===== src/rtl/clk_div_prog.sv =====
// Programmable integer clock divider. The divisor can be reloaded at run time,
// and a new divisor takes effect only at a period boundary so clk_out never glitches.
module clk_div_prog #(
   parameter int WIDTH       = 8,
   parameter int DEFAULT_DIV = 4
) (
   input  logic             clk,
   input  logic             rst,
   input  logic             en,
   input  logic [WIDTH-1:0] div_val,
   input  logic             div_load,
   output logic             clk_out,
   output logic             tick,
   output logic [WIDTH-1:0] div_cur,
   output logic             busy,
   output logic             div_err
);

   localparam logic [WIDTH-1:0] DEF_DIV = WIDTH'(DEFAULT_DIV);
   localparam logic [WIDTH-1:0] ONE     = {{(WIDTH-1){1'b0}}, 1'b1};

   logic [WIDTH-1:0] cnt;
   logic [WIDTH-1:0] n_cur;
   logic [WIDTH-1:0] p_div;
   logic [WIDTH-1:0] n_last;
   logic [WIDTH:0]   half;
   logic             wrap;
   logic             load_ok;
   logic             load_bad;

   // half is one bit wider than the divisor so N = 2^WIDTH-1 rounds up without overflow
   assign n_last   = n_cur - ONE;
   assign half     = ({1'b0, n_cur} + {1'b0, ONE}) >> 1;
   assign wrap     = (cnt == n_last);
   assign load_ok  = div_load && (div_val > ONE);
   assign load_bad = div_load && !(div_val > ONE);
   assign div_cur  = n_cur;

   always_ff @(posedge clk) begin
      if (rst) begin
         cnt     <= '0;
         n_cur   <= DEF_DIV;
         p_div   <= DEF_DIV;
         busy    <= 1'b0;
         clk_out <= 1'b0;
         tick    <= 1'b0;
         div_err <= 1'b0;
      end else begin
         div_err <= load_bad;
         if (en) begin
            clk_out <= ({1'b0, cnt} < half);
            tick    <= wrap;
            cnt     <= wrap ? '0 : cnt + ONE;
            if (wrap && busy) begin
               n_cur <= p_div;
               busy  <= 1'b0;
            end
         end else begin
            tick <= 1'b0;
            // while stopped there is no period to protect, so apply immediately
            if (busy) begin
               n_cur   <= p_div;
               busy    <= 1'b0;
               cnt     <= '0;
               clk_out <= 1'b0;
            end
         end
         // placed after the apply so a simultaneous load becomes the next pending value
         if (load_ok) begin
            p_div <= div_val;
            busy  <= 1'b1;
         end
      end
   end

endmodule


===== config.mk =====
export PLATFORM = sky130hd
export DESIGN_NAME = clk_div_prog
export DESIGN_NICKNAME = d
export VERILOG_FILES = /design/src/rtl/clk_div_prog.sv
export SDC_FILE = /design/constraint.sdc
export NUM_CORES = 1
export LEC_CHECK = 0
export BUFFER_PORTS_ARGS = -buffer_cell sky130_fd_sc_hd__buf_4
export CAP_MARGIN = 15
export CORE_UTILIZATION = 52
export DETAILED_ROUTE_END_ITERATION = 6
export HOLD_SLACK_MARGIN = 0.03
export PLACE_DENSITY = 0.76
export SYNTH_ARGS = -nofsm -noshare
export SYNTH_HDL_FRONTEND = slang
export SYNTH_SLANG_ARGS = --single-unit

===== constraint.sdc =====
create_clock -name clk -period 2.1 [get_ports clk]
set_input_delay 0 -clock clk [delete_from_list [all_inputs] [get_ports clk]]
set_output_delay 0 -clock clk [all_outputs]
set_load 0.03 [all_outputs]

==> results of run 1 <==
[cell families after synthesis]
kind of cell               after synthesis
AOI/OAI and AO/OA                       34
xor gates and xnor gates                16
adders and majority gates               10
buffers and inverters                   16
DFF                                     28
muxes                                   10
and+or+nand+nor                         88
[routing by layer]
| metal | share of wire (%) | vias up | wire (microns) | track usage (%) |
|---|---|---|---|---|
| met1 | 46 | 771 | 1990 | 35.0 |
| met4 | 3.2 | 0 | 140 | 13.3 |
| li1 | - | 813 | - | - |
| met3 | 4.0 | 11 | 174 | 3.36 |
| met2 | 47 | 51 | 2030 | 39.3 |
| met5 | 0 | - | 0 | 0 |
[what timing repair did]
action | in CTS | in global routing
pin swaps | 2 | 7
cloned | 1 | 0
gates resized for setup | 2 | 11
buffers inserted | 4 | 0
hold buffers | 24 | 0
setup endpoints to repair | 6 | 19
endpoints found under the hold margin | 12 | 0
[stage by stage]
| stage | instance area (sq um) | utilization, % | setup TNS (ns) |
|---|---|---|---|
| 6_report | 2410 | 72.3 | -0.0172 |
| 5_1_grt | 2410 | 72.3 | -1.48 |
| 4_1_cts | 2380 | 71.2 | 0 |
| 3_5_place_dp | 2040 | 61.0 | -0.0619 |
| 3_3_place_gp | 2040 | 61.0 | 0 |
| 2_1_floorplan | 1830 | - | 0 |
[state kept, by name, summed over array words and instances (netlist names)]
| register | count |
|---|---|
| cnt | 8 |
| div_err | 1 |
| div_cur | 8 |
| busy | 1 |
| clk_out | 1 |
| tick | 1 |
| p_div | 8 |
[worst max-delay path, cell delays in order (launching register included)]
cell and delay [ns]:
dfxtp_4 0.39, buf_4 0.16, nor4_1 0.43, o2111ai_1 0.19, nand2_1 0.13, a31o_4 0.15, nand2_2 0.09, a21boi_2 0.18
buf_12 0.15, mux2i_1 0.19
[path summary, 6_finish.rpt]
check                                start          to  slack, ns  cells after the start
worst max-delay path            div_cur[0]  div_cur[6]      -0.02                      9
worst min-delay path                    en        busy       0.51                      4
worst max register to register  div_cur[0]  div_cur[6]      -0.02                      9
worst min register to register    p_div[0]  div_cur[0]       0.55                      2
[cell usage after synthesis (5+ instances only)]
cell type | number | share of area, %
nor2_1 | 16 | 3.3
nand2_1 | 18 | 3.7
dfxtp_1 | 28 | 31
or2b_2 | 13 | 6.3
xor2_1 | 7 | 3.4
ha_1 | 10 | 6.9
mux2i_1 | 10 | 5.5
xnor2_1 | 9 | 4.3
a21oi_1 | 12 | 3.3
nand2b_1 | 5 | 1.7
nand3_1 | 10 | 2.8
[where the power goes]
part | internal [W] | switching, W | leakage (nW)
sequential | 0.000552 | 0.0000228 | 0.230
combinational | 0.000135 | 0.000117 | 0.721
clock | 0.000193 | 0.000170 | 0.0279
[final cells by class]
cell class / instances / area [sq um] / area share [%]
well taps: 46 / 57.6 / 2.39
clock buffers: 3 / 22.5 / 0.934
repair buffers: 61 / 531 / 22.0
clock inverters: 1 / 30.0 / 1.24
multi-input cells: 159 / 1190 / 49.2
inverters: 3 / 16.3 / 0.674
flip-flops and latches: 28 / 569 / 23.6
==> results.py, run 1 <==
metrics = {
    "floorplanning": {
        "die_area_sq_um": 3730,
        "die_x_microns": 61.1,
        "io_pins": 24,
        "initial_core_util_pct": 54.4,
        "std_cell_rows": 21,
        "core_area_sq_um": 3340,
        "die_h_microns": 61.1,
    },
    "place": {
        "hpwl_microns": 2550,
        "dp.cells": 268,
        "portBuffers": 23,
        "place_ws_ns": -0.0380,
        "gp_congestion": 0.871,
    },
    "job": {
        "max-cap-violations": 0,
    },
    "layout": {
        "fin_cells": 301,
        "antenna_cells": 0,
        "area_growth_pct": 32.9,
        "drive_gt1_share_pct": 29.8,
        "layout_commonest_cell": "buf_4",
        "nNetsFinal": 278,
        "final.fill_count": 247,
        "final_cell_mix": "buf_4 (36), dfxtp_1 (25), dlygate4sd3_1 (24), nand2_1 (17), nor2_1 (15)",
    },
    "cts": {
        "cts-root-buf": "clkbuf_4",
        "cts_made_buffers": 3,
        "clkTransAtPathRegs_ns": 0.16,
        "clockBufferDepth": 2,
        "cts_num_sinks": 28,
        "cts_tree": "yes",
        "htreeDepth": 1,
        "clock_latency_ns": 0.34,
    },
    "timing": {
        "hold_ws_ns": 0.513,
        "setup-violations-final": 1,
        "slew_viol_final": 0,
        "final.period_utilization_pct": 101,
        "hold_viol_final": 0,
        "min_period_ns": 2.12,
        "finalClockSkew_ns": 0.00536,
        "rsz0062_at_grt": "true",
        "setup_slack_ns": -0.0172,
        "maxClockFrequency_ghz": 0.472,
        "max_slew_margin_pct": 66.9,
        "tightest_slew_ns": 0.493,
    },
    "critical_path": {
        "cp.arrival_ns": 2.40,
        "crit_type": "reg2reg",
        "startpoint_type": "flip-flop",
        "crit_fanout": 8,
        "worstPathRequired_ns": 2.38,
        "cp-end-kind": "flip-flop",
    },
    "drt": {
        "wire_per_inst_microns": 14.4,
        "drc": 0,
        "wirelength_microns": 4330,
        "vias": 1646,
        "postRouteAntennaNets": 0,
        "vias_per_cell": 5.47,
        "drt-pass1-iter-count": 4,
        "drt_iter0_markers": 74,
    },
    "synthesis": {
        "synth_edf_count": 0,
        "synth-simple-area-share_pct": 27.6,
        "ys_seq_area_share_pct": 30.9,
        "synth_area_sq_um": 1820,
        "synth_xor_area_share_pct": 7.72,
        "yosys_warnings": 0,
        "ys_types": 49,
        "synthMuxAreaShare_pct": 5.51,
        "postSynthCellCount": 202,
        "synth_top_family_by_area": "simple AND/OR/NAND/NOR gates",
        "synth_compound_area_share_pct": 14.6,
        "syn-num-nets": 224,
        "synth.avg_cell_area_sq_um": 8.99,
        "ys_async_sr_fraction_pct": 0,
        "synth-adder-area-share_pct": 6.89,
        "synth_flop_cell": "dfxtp_1",
        "ys_seq_elements": 28,
    },
    "power": {
        "vdd_drop_max_v": 0.000357,
        "power_w": 0.00119,
        "p_per_area_nw_per_um2": 494,
        "power_leakage_nw": 0.978,
    },
    "run_status": {
        "violations": "negative setup slack",
        "outcome": "finished with violations",
    },
    "global_routing": {
        "track_usage_pct": 25.6,
        "first_global_vias": 1493,
        "grt-ovfl-total": 0,
        "antenna_found_initial": 0,
        "grt_max_degree": 33,
        "grt_pass1_wl_microns": 6960,
    },
    "hold_path": {
        "min-delay-path-class": "in2reg",
    },
}
(Power assumes the default switching activity.)
==> run 2, diff against run 1 <==
--- a/config.mk
+++ b/config.mk
@@ -7,10 +7,12 @@
 export LEC_CHECK = 0
 export BUFFER_PORTS_ARGS = -buffer_cell sky130_fd_sc_hd__buf_4
 export CAP_MARGIN = 15
-export CORE_UTILIZATION = 52
+export CORE_UTILIZATION = 54
+export CTS_BUF_LIST = sky130_fd_sc_hd__clkbuf_2
 export DETAILED_ROUTE_END_ITERATION = 6
 export HOLD_SLACK_MARGIN = 0.03
-export PLACE_DENSITY = 0.76
+export PLACE_DENSITY = 0.78
+export SKIP_LAST_GASP = 1
 export SYNTH_ARGS = -nofsm -noshare
 export SYNTH_HDL_FRONTEND = slang
 export SYNTH_SLANG_ARGS = --single-unit
==> run 2 against run 1 <==
Compared with the run above: first-iteration DRC count increased by 19%; critical path depth grew 1; power fell by 12%; hold slack worse by 0.014 ns; largest power group unchanged; die area is 3.6% lower; worst setup slack lost 0.075 ns; the flow still finishes with violations (negative setup slack).
==> results.py, run 2 (same netlist as run 1, synthesis figures left out) <==
metrics = {
    "place": {
        "portBuffers": 23,
        "gp_congestion": 0.848,
        "place_ws_ns": -0.0505,
        "dp.cells": 263,
        "hpwl_microns": 2820,
        "place_area_sq_um": 2010,
    },
    "global_routing": {
        "first_global_vias": 1652,
        "grt-ovfl-total": 0,
        "antenna_found_initial": 0,
        "track_usage_pct": 29.7,
        "grt_pass1_wl_microns": 7820,
        "grt_max_degree": 33,
    },
    "power": {
        "vdd_drop_max_v": 0.000478,
        "clockPowerShare_pct": 19.7,
        "switchingPower_w": 0.000320,
        "switching_share_pct": 30.4,
        "power.internal_w": 0.000730,
        "p_per_area_nw_per_um2": 439,
        "pwr-share-comb_pct": 25.2,
        "p_seq_share_pct": 55.2,
        "power_leakage_nw": 0.967,
    },
    "hold_path": {
        "hold_path_depth": 4,
        "hp-start": "en",
        "min-delay-path-class": "in2reg",
    },
    "run_status": {
        "violations": "negative setup slack",
        "outcome": "finished with violations",
    },
    "critical_path": {
        "startpoint_type": "flip-flop",
        "worstRegToRegCells": 10,
        "worstPathRequired_ns": 2.42,
        "startpoint": "div_cur[0]",
        "cp.arrival_ns": 2.51,
        "r2r-end": "div_cur[5]",
        "r2r_slack_ns": -0.09,
        "crit_fanout": 8,
        "endpoint": "div_cur[5]",
        "slowest_stage": "dfxtp_4",
        "crit_chain": "inv_2 > ha_4 > nor3b_4 > xor2_1 > nand3_1 > a31oi_4 > nand2_4 > a21boi_4 > buf_12 > mux2i_1",
        "r2r-start": "div_cur[0]",
        "slowest_delay_ns": 0.42,
        "crit_type": "reg2reg",
        "cp-end-kind": "flip-flop",
    },
    "layout": {
        "finish.instance_area_sq_um": 2390,
        "final_cell_mix": "buf_4 (34), dlygate4sd3_1 (26), dfxtp_1 (25), nand2_1 (17), nor2_1 (15)",
        "antenna_cells": 0,
        "layout_commonest_cell": "buf_4",
        "area_growth_pct": 31.8,
        "fin_cells": 299,
        "final.fill_count": 199,
        "drive_gt1_share_pct": 28.6,
        "nNetsFinal": 278,
    },
    "timing": {
        "min_period_ns": 2.19,
        "setup-violations-final": 14,
        "final.period_utilization_pct": 104,
        "hold_viol_final": 0,
        "tightest_slew_ns": 0.490,
        "slew_viol_final": 0,
        "finalClockSkew_ns": 0.0203,
        "setup_slack_ns": -0.0919,
        "max_slew_margin_pct": 67.1,
        "hold_ws_ns": 0.499,
        "rsz0062_at_grt": "true",
        "maxClockFrequency_ghz": 0.456,
    },
    "floorplanning": {
        "core_area_sq_um": 3130,
        "die_x_microns": 60.0,
        "die_h_microns": 60.0,
        "initial_core_util_pct": 58.0,
        "die_area_sq_um": 3600,
        "io_pins": 24,
        "std_cell_rows": 20,
    },
    "drt": {
        "postRouteAntennaNets": 0,
        "vias_per_cell": 5.72,
        "wire_per_inst_microns": 16.6,
        "drt_iter0_markers": 88,
        "drc": 0,
        "vias": 1711,
        "drt-pass1-iter-count": 4,
        "wirelength_microns": 4950,
    },
    "job": {
        "max-cap-violations": 0,
    },
    "cts": {
        "clkTransAtPathRegs_ns": 0.27,
        "cts-root-buf": "clkbuf_2",
        "cts_made_buffers": 3,
        "clock_latency_ns": 0.39,
        "cts_num_sinks": 28,
        "cts_tree": "yes",
        "clockBufferDepth": 2,
        "htreeDepth": 1,
    },
}
## run 2: changes by cell type in the layout (fill, tap and decap cells not counted), sizes merged
cell         change
dlygate4sd3      +2
bufinv           -1
clkinv           +1
buf              -2
## run 2: area by class of cell
type / instances / area (sq um) / share of cell area, %
inverters: 3 / 11.3 / 0.470
flip-flops and latches: 28 / 569 / 23.8
multi-input cells: 159 / 1200 / 50.3
clock buffers: 3 / 15.0 / 0.627
repair buffers: 61 / 536 / 22.4
well taps: 44 / 55.1 / 2.30
clock inverters: 1 / 3.75 / 0.157
## run 2: metrics by stage
| stage | TNS (ns) | utilization, % | power (W) |
|---|---|---|---|
| finish | -0.685 | 76.5 | 0.00105 |
| global route | -1.63 | 76.5 | 0.00108 |
| CTS | -0.0211 | 75.4 | 0.00102 |
| detailed placement | -0.349 | 64.3 | 0.000787 |
| global placement | 0 | 64.3 | 0.000780 |
| floorplan | 0 | - | 0.000724 |
## run 2: per-layer routing
layer  routed length [microns]  track usage (%)
met1                      2140             34.5
met2                      2470             52.7
met3                       218             6.06
met4                       123             12.6
met5                         0                0
## run 2: how the worst min path moves through the flow
stage	end
after floorplan	p_div[1]
after global placement	p_div[0]
after detailed placement	p_div[2]
after CTS	busy
after global routing	busy
final	busy
## run 2: power by group through the flow
| stage | registers [W] | clock network [W] | logic (W) |
|---|---|---|---|
| 6_report | 0.000579 | 0.000207 | 0.000264 |
| 5_1_grt | 0.000581 | 0.000224 | 0.000277 |
| 4_1_cts | 0.000577 | 0.000199 | 0.000243 |
| 3_5_place_dp | 0.000589 | 0 | 0.000198 |
| 3_3_place_gp | 0.000588 | 0 | 0.000192 |
| 2_1_floorplan | 0.000596 | 0 | 0.000128 |
## run 2: worst max-delay path, delay by kind of cell, from the launching register on
| family | cells | cell delay, ns |
|---|---|---|
| simple gates | 3 | 0.49 |
| compound gates | 2 | 0.43 |
| flops | 1 | 0.42 |
| xor+xnor | 1 | 0.22 |
| buf+inv | 2 | 0.21 |
| mux | 1 | 0.20 |
| fa+ha+maj | 1 | 0.13 |
## run 2: timing repair
| action | in CTS | in global routing |
|---|---|---|
| endpoints found under the setup margin | 13 | 25 |
| pin swaps | 4 | 2 |
| resized for setup | 6 | 8 |
| hold endpoints to repair | 15 | 0 |
| hold buffers | 26 | 0 |
| cloned | 1 | 0 |
| setup buffers | 4 | 1 |
